[src/rtl/cpc_mem_pkg.sv]
// Shared types and page map for the CPC SDRAM scheduler.
// CPC_MEM_SCHED_MF2_EN enables the MF2 ROM page (0x1FF) in the map and the ROM mask.
package cpc_mem_pkg;

   typedef enum logic [1:0] {
      ST_IDLE  = 2'd0,
      ST_LOAD  = 2'd1,
      ST_DRAIN = 2'd2,
      ST_RUN   = 2'd3
   } mem_sched_state_t;

   typedef struct packed {
      logic [22:0] addr;
      logic        bank;
      logic [7:0]  data;
   } dl_entry_t;

   localparam int DL_ENTRY_W = $bits(dl_entry_t);

   localparam logic [8:0] PAGE_OS     = 9'h000;
   localparam logic [8:0] PAGE_BASIC  = 9'h100;
   localparam logic [8:0] PAGE_AMSDOS = 9'h107;
   localparam logic [8:0] PAGE_MF2    = 9'h1FF;

   typedef struct packed {
      logic       mapped;
      logic       bank;
      logic [8:0] base;
   } page_info_t;

   // Download page -> SDRAM 16 KB block; only pages 0..7 are ever stored.
   function automatic page_info_t page_map(input logic [10:0] page);
      page_info_t r;
      r.mapped = (page[10:3] == 8'd0);
      r.bank   = page[2];
      case (page[1:0])
         2'd0:    r.base = PAGE_OS;
         2'd1:    r.base = PAGE_BASIC;
         2'd2:    r.base = PAGE_AMSDOS;
         default: begin
            r.base = PAGE_MF2;
`ifndef CPC_MEM_SCHED_MF2_EN
            r.mapped = 1'b0;
`endif
         end
      endcase
      return r;
   endfunction

   // True for CPU blocks backed by RAM or a loaded ROM.
   function automatic logic rom_mapped(input logic [8:0] blk);
      logic m;
      m = (blk[8] == 1'b0) || (blk == PAGE_BASIC) || (blk == PAGE_AMSDOS);
`ifdef CPC_MEM_SCHED_MF2_EN
      m = m || (blk == PAGE_MF2);
`endif
      return m;
   endfunction

endpackage

[src/rtl/cpc_dl_fifo.sv]
// Synchronous FIFO for download bytes; exposes occupancy now and after this cycle.
module cpc_dl_fifo #(
   parameter int DEPTH = 4,
   parameter int WIDTH = 8,
   localparam int AW = $clog2(DEPTH),
   localparam int CW = AW + 1
) (
   input  logic             clk_sys,
   input  logic             reset,
   input  logic             push,
   input  logic [WIDTH-1:0] din,
   input  logic             pop,
   output logic [WIDTH-1:0] dout,
   output logic [CW-1:0]    count,
   output logic [CW-1:0]    count_nxt,
   output logic             full,
   output logic             empty
);

   logic [WIDTH-1:0] mem [DEPTH];
   logic [AW-1:0]    wr_ptr;
   logic [AW-1:0]    rd_ptr;
   logic             push_ok;
   logic             pop_ok;

   assign full    = (count == CW'(DEPTH));
   assign empty   = (count == '0);
   assign push_ok = push & ~full;
   assign pop_ok  = pop & ~empty;
   assign dout    = mem[rd_ptr];

   always_comb begin
      count_nxt = count;
      if (push_ok && !pop_ok)
         count_nxt = count + CW'(1);
      else if (pop_ok && !push_ok)
         count_nxt = count - CW'(1);
   end

   always_ff @(posedge clk_sys) begin
      if (push_ok)
         mem[wr_ptr] <= din;
   end

   always_ff @(posedge clk_sys) begin
      if (reset) begin
         wr_ptr <= '0;
         rd_ptr <= '0;
         count  <= '0;
      end else begin
         if (push_ok)
            wr_ptr <= wr_ptr + AW'(1);
         if (pop_ok)
            rd_ptr <= rd_ptr + AW'(1);
         count <= count_nxt;
      end
   end

endmodule

[src/rtl/cpc_mem_sched.sv]
// SDRAM port scheduler: ROM download writes while the machine is held in reset, CPU access in RUN.
// CPC_MEM_SCHED_MF2_EN enables the MF2 ROM page.
module cpc_mem_sched #(
   parameter int FIFO_DEPTH = 4
) (
   input  logic        clk_sys,
   input  logic        reset,
   input  logic        ce_ref,
   input  logic        ext_reset,
   input  logic        model_sel,
   input  logic        dl_active,
   input  logic        dl_wr,
   input  logic [24:0] dl_addr,
   input  logic [7:0]  dl_data,
   output logic        dl_wait,
   output logic        dl_overflow,
   input  logic        cpu_rd,
   input  logic        cpu_wr,
   input  logic [22:0] cpu_a,
   input  logic [7:0]  cpu_dout,
   output logic        sys_reset,
   output logic        model,
   output logic [7:0]  rom_mask,
   output logic        sd_oe,
   output logic        sd_we,
   output logic [22:0] sd_addr,
   output logic [1:0]  sd_bank,
   output logic [7:0]  sd_din,
   output logic [1:0]  state_dbg
);
   import cpc_mem_pkg::*;

   localparam int CW = $clog2(FIFO_DEPTH) + 1;

   mem_sched_state_t      state;
   page_info_t            pinfo;
   dl_entry_t             push_entry;
   dl_entry_t             pop_entry;
   logic [DL_ENTRY_W-1:0] fifo_dout;
   logic [CW-1:0]         fifo_count;
   logic [CW-1:0]         fifo_count_nxt;
   logic                  fifo_full;
   logic                  fifo_empty;
   logic                  push_req;
   logic                  pop_req;
   logic                  boot_owner;
   logic                  boot_we;
   logic [22:0]           boot_addr;
   logic                  boot_bank;
   logic [7:0]            boot_din;

   assign pinfo      = page_map(dl_addr[24:14]);
   assign push_req   = dl_wr & dl_active & pinfo.mapped;
   assign push_entry = '{addr: {pinfo.base, dl_addr[13:0]}, bank: pinfo.bank, data: dl_data};
   assign pop_entry  = dl_entry_t'(fifo_dout);
   assign boot_owner = (state == ST_LOAD) || (state == ST_DRAIN);
   assign pop_req    = ce_ref & boot_owner & ~fifo_empty;
   assign state_dbg  = state;

   cpc_dl_fifo #(
      .DEPTH (FIFO_DEPTH),
      .WIDTH (DL_ENTRY_W)
   ) u_fifo (
      .clk_sys   (clk_sys),
      .reset     (reset),
      .push      (push_req),
      .din       (push_entry),
      .pop       (pop_req),
      .dout      (fifo_dout),
      .count     (fifo_count),
      .count_nxt (fifo_count_nxt),
      .full      (fifo_full),
      .empty     (fifo_empty)
   );

   always_ff @(posedge clk_sys) begin
      if (reset) begin
         state       <= ST_IDLE;
         boot_we     <= 1'b0;
         boot_addr   <= '0;
         boot_bank   <= 1'b0;
         boot_din    <= '0;
         sys_reset   <= 1'b1;
         model       <= 1'b0;
         dl_wait     <= 1'b0;
         dl_overflow <= 1'b0;
      end else begin
         dl_wait   <= (fifo_count_nxt >= CW'(FIFO_DEPTH - 1));
         sys_reset <= ext_reset | (state != ST_RUN);
         if (push_req && fifo_full)
            dl_overflow <= 1'b1;
         if (sys_reset)
            model <= model_sel;

         // The popped entry stays on the bus for the whole slot that follows.
         if (pop_req) begin
            boot_we   <= 1'b1;
            boot_addr <= pop_entry.addr;
            boot_bank <= pop_entry.bank;
            boot_din  <= pop_entry.data;
         end else if (ce_ref) begin
            boot_we <= 1'b0;
         end

         case (state)
            ST_IDLE: begin
               if (dl_active)
                  state <= ST_LOAD;
               else if (ce_ref)
                  state <= ST_RUN;
            end
            ST_LOAD: begin
               if (ce_ref && !dl_active)
                  state <= ST_DRAIN;
            end
            ST_DRAIN: begin
               if (ce_ref && fifo_count == '0)
                  state <= ST_IDLE;
            end
            ST_RUN: begin
               if (ce_ref && dl_active)
                  state <= ST_LOAD;
            end
            default: state <= ST_IDLE;
         endcase
      end
   end

   always_comb begin
      sd_oe   = 1'b0;
      sd_we   = 1'b0;
      sd_addr = boot_addr;
      sd_bank = {1'b0, boot_bank};
      sd_din  = boot_din;
      case (state)
         ST_RUN: begin
            sd_oe   = cpu_rd & ~ext_reset;
            sd_we   = cpu_wr & ~ext_reset;
            sd_addr = cpu_a;
            sd_bank = {1'b0, model};
            sd_din  = cpu_dout;
         end
         ST_LOAD, ST_DRAIN: sd_we = boot_we;
         default: ;
      endcase
   end

   assign rom_mask = rom_mapped(cpu_a[22:14]) ? 8'h00 : 8'hFF;

endmodule

[config.mk]
export PLATFORM = sky130hd
export DESIGN_NAME = cpc_mem_sched
export DESIGN_NICKNAME = d
export VERILOG_FILES = /design/src/rtl/cpc_mem_pkg.sv /design/src/rtl/cpc_dl_fifo.sv /design/src/rtl/cpc_mem_sched.sv
export SDC_FILE = /design/constraint.sdc
export NUM_CORES = 1
export LEC_CHECK = 0
export CAP_MARGIN = 25
export CORE_MARGIN = 2
export CORE_UTILIZATION = 44
export DETAILED_ROUTE_END_ITERATION = 8
export GPL_TIMING_DRIVEN = 0
export PLACE_DENSITY = 0.7
export SETUP_SLACK_MARGIN = 0.05
export SLEW_MARGIN = 25
export SYNTH_ARGS = -nofsm -noshare
export SYNTH_HDL_FRONTEND = slang
export SYNTH_SLANG_ARGS = --single-unit
[constraint.sdc]
create_clock -name clk_sys -period 3.4 [get_ports clk_sys]
set_clock_uncertainty 0.1 [all_clocks]
set_input_delay 0.51 -clock clk_sys [delete_from_list [all_inputs] [get_ports clk_sys]]
set_output_delay 0.51 -clock clk_sys [all_outputs]
set_load 0.02 [all_outputs]
# After elaboration in Yosys (flattened, before gate mapping)
# Memories as Yosys holds them, arrays and structs flattened. A register that Yosys moved wholly into a read port is not among the register bits.
# Cells that the tools add are included.
# totals
register_bits	14
ram_bits	128
inputBits	73
output_inout_bits	49
word_cells	81
memories	1
# mem_list
name	words	width	read_ports	rd_ports_with_merged_regs	write_ports	line	source
u_fifo.mem	4	32	1	1	1	cpc_dl_fifo.sv:20	logic [WIDTH-1:0] mem [DEPTH];
# op_classes
n_addsub	4
n_lt_le_gt_ge	1
eq_ne	13
n_mux	20
bitwise	13
n_reduce_logical	20
# ops
operator	count
$pmux W9 S3	1
$mux W23	1
$eq A9 B9 Y1 const B	2
$mux W8	2
$mux W2	5
$and A1 B1 Y1	8
$logic_not A8 Y1	1
$pmux W2 S4	1
$mux W1	7
$eq A2 B2 Y1 const B	3
$logic_and A1 B1 Y1	6
$mux W3	2
$add A2 B1 Y2 const B	2
$eq A2 B1 Y1 const B	2
$logic_not A2 Y1	2
$ne A2 B1 Y1 const B	2
$ne A2 B2 Y1 const B	2
$not A1 Y1	4
$reduce_and A4 Y1	1
$add A3 B1 Y3 const B	1
$eq A3 B3 Y1 const B	1
$ge A3 B2 Y1 const B	1
$logic_not A1 Y1	3
$logic_not A3 Y1	1
8 further kinds	10

# Logic depth before layout (Yosys ltp)
# logic_depth
depth_word	10
depth_mapped	8
mapped_depth_nobuf	7

# Cells and area by module
# Synthesis repeated with hierarchy kept, for this count alone.
# unflattened
cells_unflattened	477
hier_area_um2	7194.4
# by_module_without_submodules
mod	n_inst	cells_each	area_per_inst_um2	seq_area_each_um2
cpc_dl_fifo	1	239	5207.5	4023.9
cpc_mem_sched	1	238	1986.9	780.7

# Worst setup path before layout
# OpenSTA, ideal clock, no wires.
# synth_path
path_kind	input to register
start	input dl_addr[18]
end	memory u_fifo.mem[0][0] (netlist name) (enable)
setup_time_ps	385
t_arrival_ps	2531
required_time_ps	2915
slack_ps	384
path_stages	5
n_path_buf	1
path_cell_list	or4b_1 or4b_1 buf_6 nor2_4 and2_1
# synth_between
elab_chain_cells	6
# synth_lines
element	line	source
start: declaration	cpc_mem_sched.sv:13	input logic [24:0] dl_addr,
$logic_not A8 Y1	cpc_mem_pkg.sv:34	r.mapped = (page[10:3] == 8'd0);
$mux W1	cpc_mem_pkg.sv:36	case (page[1:0])
$and A1 B1 Y1	cpc_mem_sched.sv:53	assign push_req = dl_wr & dl_active & pinfo.mapped;
$and A1 B1 Y1	cpc_dl_fifo.sv:28	assign push_ok = push & ~full;
$mux W1	cpc_dl_fifo.sv:41	if (push_ok)
$mux W1 (not written as such)	cpc_dl_fifo.sv:42	mem[wr_ptr] <= din;
end: declaration	cpc_dl_fifo.sv:20	
# No other way between the ends.

# Final worst setup path
# layout_path
start	input dl_active
end	memory u_fifo.mem[0][4] (netlist name) (enable)
# layout_between
elab_chain_cells	5
# layout_lines
element	line	source
start: declaration	cpc_mem_sched.sv:11	input logic dl_active,
$and A1 B1 Y1 (2 in series)	cpc_mem_sched.sv:53	
$and A1 B1 Y1	cpc_dl_fifo.sv:28	
$mux W1	cpc_dl_fifo.sv:41	
$mux W1 (not written as such)	cpc_dl_fifo.sv:42	
# No other way between the ends.

==> results.toml <==
[outcome]
status = "complete, no violations"

[synth]
synth_edf_count = 104
ys_warn_count = 0
synth_compound_area_share_pct = 4.82
yosysUniqueCellTypes = 46
syn_area_um2 = 6020
synth.area.mux_share_pct = 14.9
async_reset_ff_share_pct = 0
synth_nets = 500
synthXorXnorAreaFrac_pct = 0.727
ys_ff_latch = 144
syn_inst = 415
yosysSeqAreaShare_pct = 65.2
synth-main-ff-cell = "edfxtp_1"
yosys.area_share.adder_pct = 2.49
synth_top_family_by_area = "multiplexers"
synthSimpleGateAreaFrac_pct = 8.73
syn_avg_cell_area_um2 = 14.5

[pwr]
p_sw_uw = 1210
seq_power_share_pct = 42.3
p_leak_uw = 0.00270
irDropWorstVdd_v = 0.000392
power_density_nw_per_um2 = 585
total_power_uw = 4680
pwr-share-clk_pct = 37.6
switching_share_pct = 25.8
combPwrFrac_pct = 20.1
p_int_uw = 3480

[sta]
slew_viol_final = 0
finalCritPeriodShare_pct = 93.9
fmax_ghz = 0.313
worst_pin_slew_ns = 0.748
period_needed_ns = 3.19
slew-limit-headroom_pct = 50.1
setup_viol = 0
rsz0062_at_grt = "no"
hold_viol = 0

[clock_tree]
cts_sinks = 144
worstSkewPairLatency_ns = 0.41
clk_pin_slew_ns = 0.06
cts_resized = 3
cts-root-buf = "clkbuf_16"
cts_buffers = 17
hold_buffers = 0
clk_path_buf_depth = 2
cts_tree = "yes"
h-tree-depth = 4
postCtsSetupBuffers = 0

[cells_and_area]
utilization_pct = 60.2
fin_area_um2 = 8010
syn2layout_area_growth_pct = 33.0
antenna_cells = 0
drive_gt1_share_pct = 18.4
fill_cells = 1036
instances_no_fill = 741
fin_nets = 637

[place]
dp_hpwl_um = 8460
place_inst = 710
dpl_cell_area_um2 = 7440
port_buffers = 119
place.gp.congestion = 0.785

[critical_path]
endpoint = "u_fifo.mem[0][4]"
critical_path_class = "primary input to register"
cp_slowest_cell = "and2_2"
crit_chain = "clkdlybuf4s50_1 > or4b_1 > or4b_1 > buf_6 > nor2_4 > and2_2"
required_ns = 3.34
ff2ff_setup_slack_ns = 0.64
reg2reg_from = "state_dbg[0]"
rr_worst_depth = 8
cp-end-kind = "register"
rr_endpoint = "boot_addr[2]"
cp_common_cell = "or4b_1"
worst_setup_path_start_kind = "primary input"
startpoint = "dl_active"
critPathMaxStageDelay_ns = 0.68
cp.arrival_ns = 3.13
worstPathMaxFanout = 26

[routing]
wl_um = 13000
vias_per_cell = 5.15
drt_iter0_markers = 205
vias = 3814
first_pass_iters = 5
wl_per_cell_um = 17.5
drc = 0
drtAntennaViolNets = 0

[grt]
grt_overflow = 0
grt_max_degree = 27
grt_usage_pct = 19.0
grt_first_pass_wirelength_um = 20600
antenna_found_initial = 0
grt_pass1_vias = 3984

[min_path]
hold_path.class = "register to register"
hp-start = "boot_din[1]"

[die]
start_util_pct = 45.3
die_w_um = 121
fp-row-count = 42
die_area_um2 = 14600
boundaryPins = 122
die_h_um = 121
core_um2 = 13300

[run]
maxCapViolCount = 0
-- how the worst min path moves through the flow --
stage	cells past startpoint	end
floorplan	2	boot_addr[0]
global placement	2	boot_addr[13]
detailed placement	2	boot_din[5]
CTS	2	boot_din[5]
global route	2	boot_din[1]
finish	2	boot_din[1]
-- worst max-delay path, delay by kind of cell --
family / cells / cell delay, ns
simple gates: 4 / 1.88
buf+inv: 2 / 0.71
-- layer usage --
| layer | global-route usage, % | share of wire, % | vias to the layer above |
|---|---|---|---|
| li1 | - | - | 1801 |
| met1 | 22.4 | 41 | 1868 |
| met2 | 33.3 | 51 | 130 |
| met3 | 5.83 | 7.0 | 15 |
| met4 | 5.89 | 1.1 | 0 |
| met5 | 0 | 0 | - |
-- flip-flops by register name, summed over array words and instances, names as in the netlist, 2 cells and up --
name	count
u_fifo.count	3
state_dbg	2
boot_addr	17
u_fifo.wr_ptr	2
boot_din	8
u_fifo.rd_ptr	2
u_fifo.mem	104
-- through the flow --
step | hold slack [ns] | setup TNS (ns) | setup slack [ns]
after global routing | 0.381 | 0 | 0.0706
after detailed placement | 0.349 | -24.84 | -0.246
after CTS | 0.357 | 0 | 0.126
after floorplan | 0.334 | 0 | 0.384
final | 0.355 | 0 | 0.207
after global placement | 0.346 | -71.28 | -0.695
-- cell usage in the layout (no fill, tap or decap), types with 2 or more instances in the layout --
master           count
clkdlybuf4s50_1    119
or4b_1               2
or4_1                2
inv_1                9
mux2_2              24
nand4_1              2
a21oi_1             30
clkbuf_1            14
buf_2                4
mux4_2              26
dfxtp_1             40
ha_1                11
and2_2               4
a211oi_1             3
buf_4                8
clkinv_2             4
clkinv_1             2
and2_1               2
nand2_1             72
clkinv_4             3
xnor2_1              4
nand2b_1             5
nor3_1               2
clkinvlp_4           3
edfxtp_1           104
bufinv_16            2
a22oi_1              2
nor2_1              14
mux2i_1              4
clkbuf_16           17
-- area by class of cell --
class / count / area [µm²] / area share (%)
Multi-Input combinational cell: 232 / 1920 / 23.9
Buffer: 29 / 153 / 1.91
Clock inverter: 15 / 145 / 1.81
Timing Repair Buffer: 119 / 1190 / 14.9
Clock buffer: 17 / 425 / 5.31
Tap cell: 176 / 220 / 2.75
Sequential cell: 144 / 3920 / 49.0
Inverter: 9 / 33.8 / 0.422
-- kinds of logic after synthesis --
family	count (synthesis)
adder cells (fa/ha/maj)	12
multiplexers	54
AND/OR/NAND/NOR	115
buffers and inverters	39
AO/OA/AOI/OAI	45
XOR/XNOR	5
flip-flops	144
other	1
-- synth_stat cells, types with 2 or more instances --
cell,n,area share (%)
inv_1,9,0.56
nand4_1,2,0.21
clkbuf_1,17,1.1
xnor2_1,4,0.58
or4b_1,2,0.33
buf_4,8,1.0
buf_2,3,0.25
or4_1,2,0.25
mux4_2,26,9.7
nor3_1,2,0.17
mux2i_1,4,0.67
edfxtp_1,104,52
a21oi_1,30,2.5
mux2_2,24,4.5
and2_1,6,0.62
nand2_1,72,4.5
nor2_1,14,0.87
dfxtp_1,40,13
a211oi_1,3,0.37
a22oi_1,2,0.25
ha_1,12,2.5
nand2b_1,5,0.52
-- power groups by stage --
stage          clock network, µW  registers, µW  logic (µW)
2_1_floorplan                  0           2020         546
3_3_place_gp                   0           2010         922
3_5_place_dp                   0           2020         944
4_1_cts                     1780           1980         952
5_1_grt                     1870           1990        1020
6_report                    1760           1980         940
Note: power is estimated with default switching activity, not from simulation.
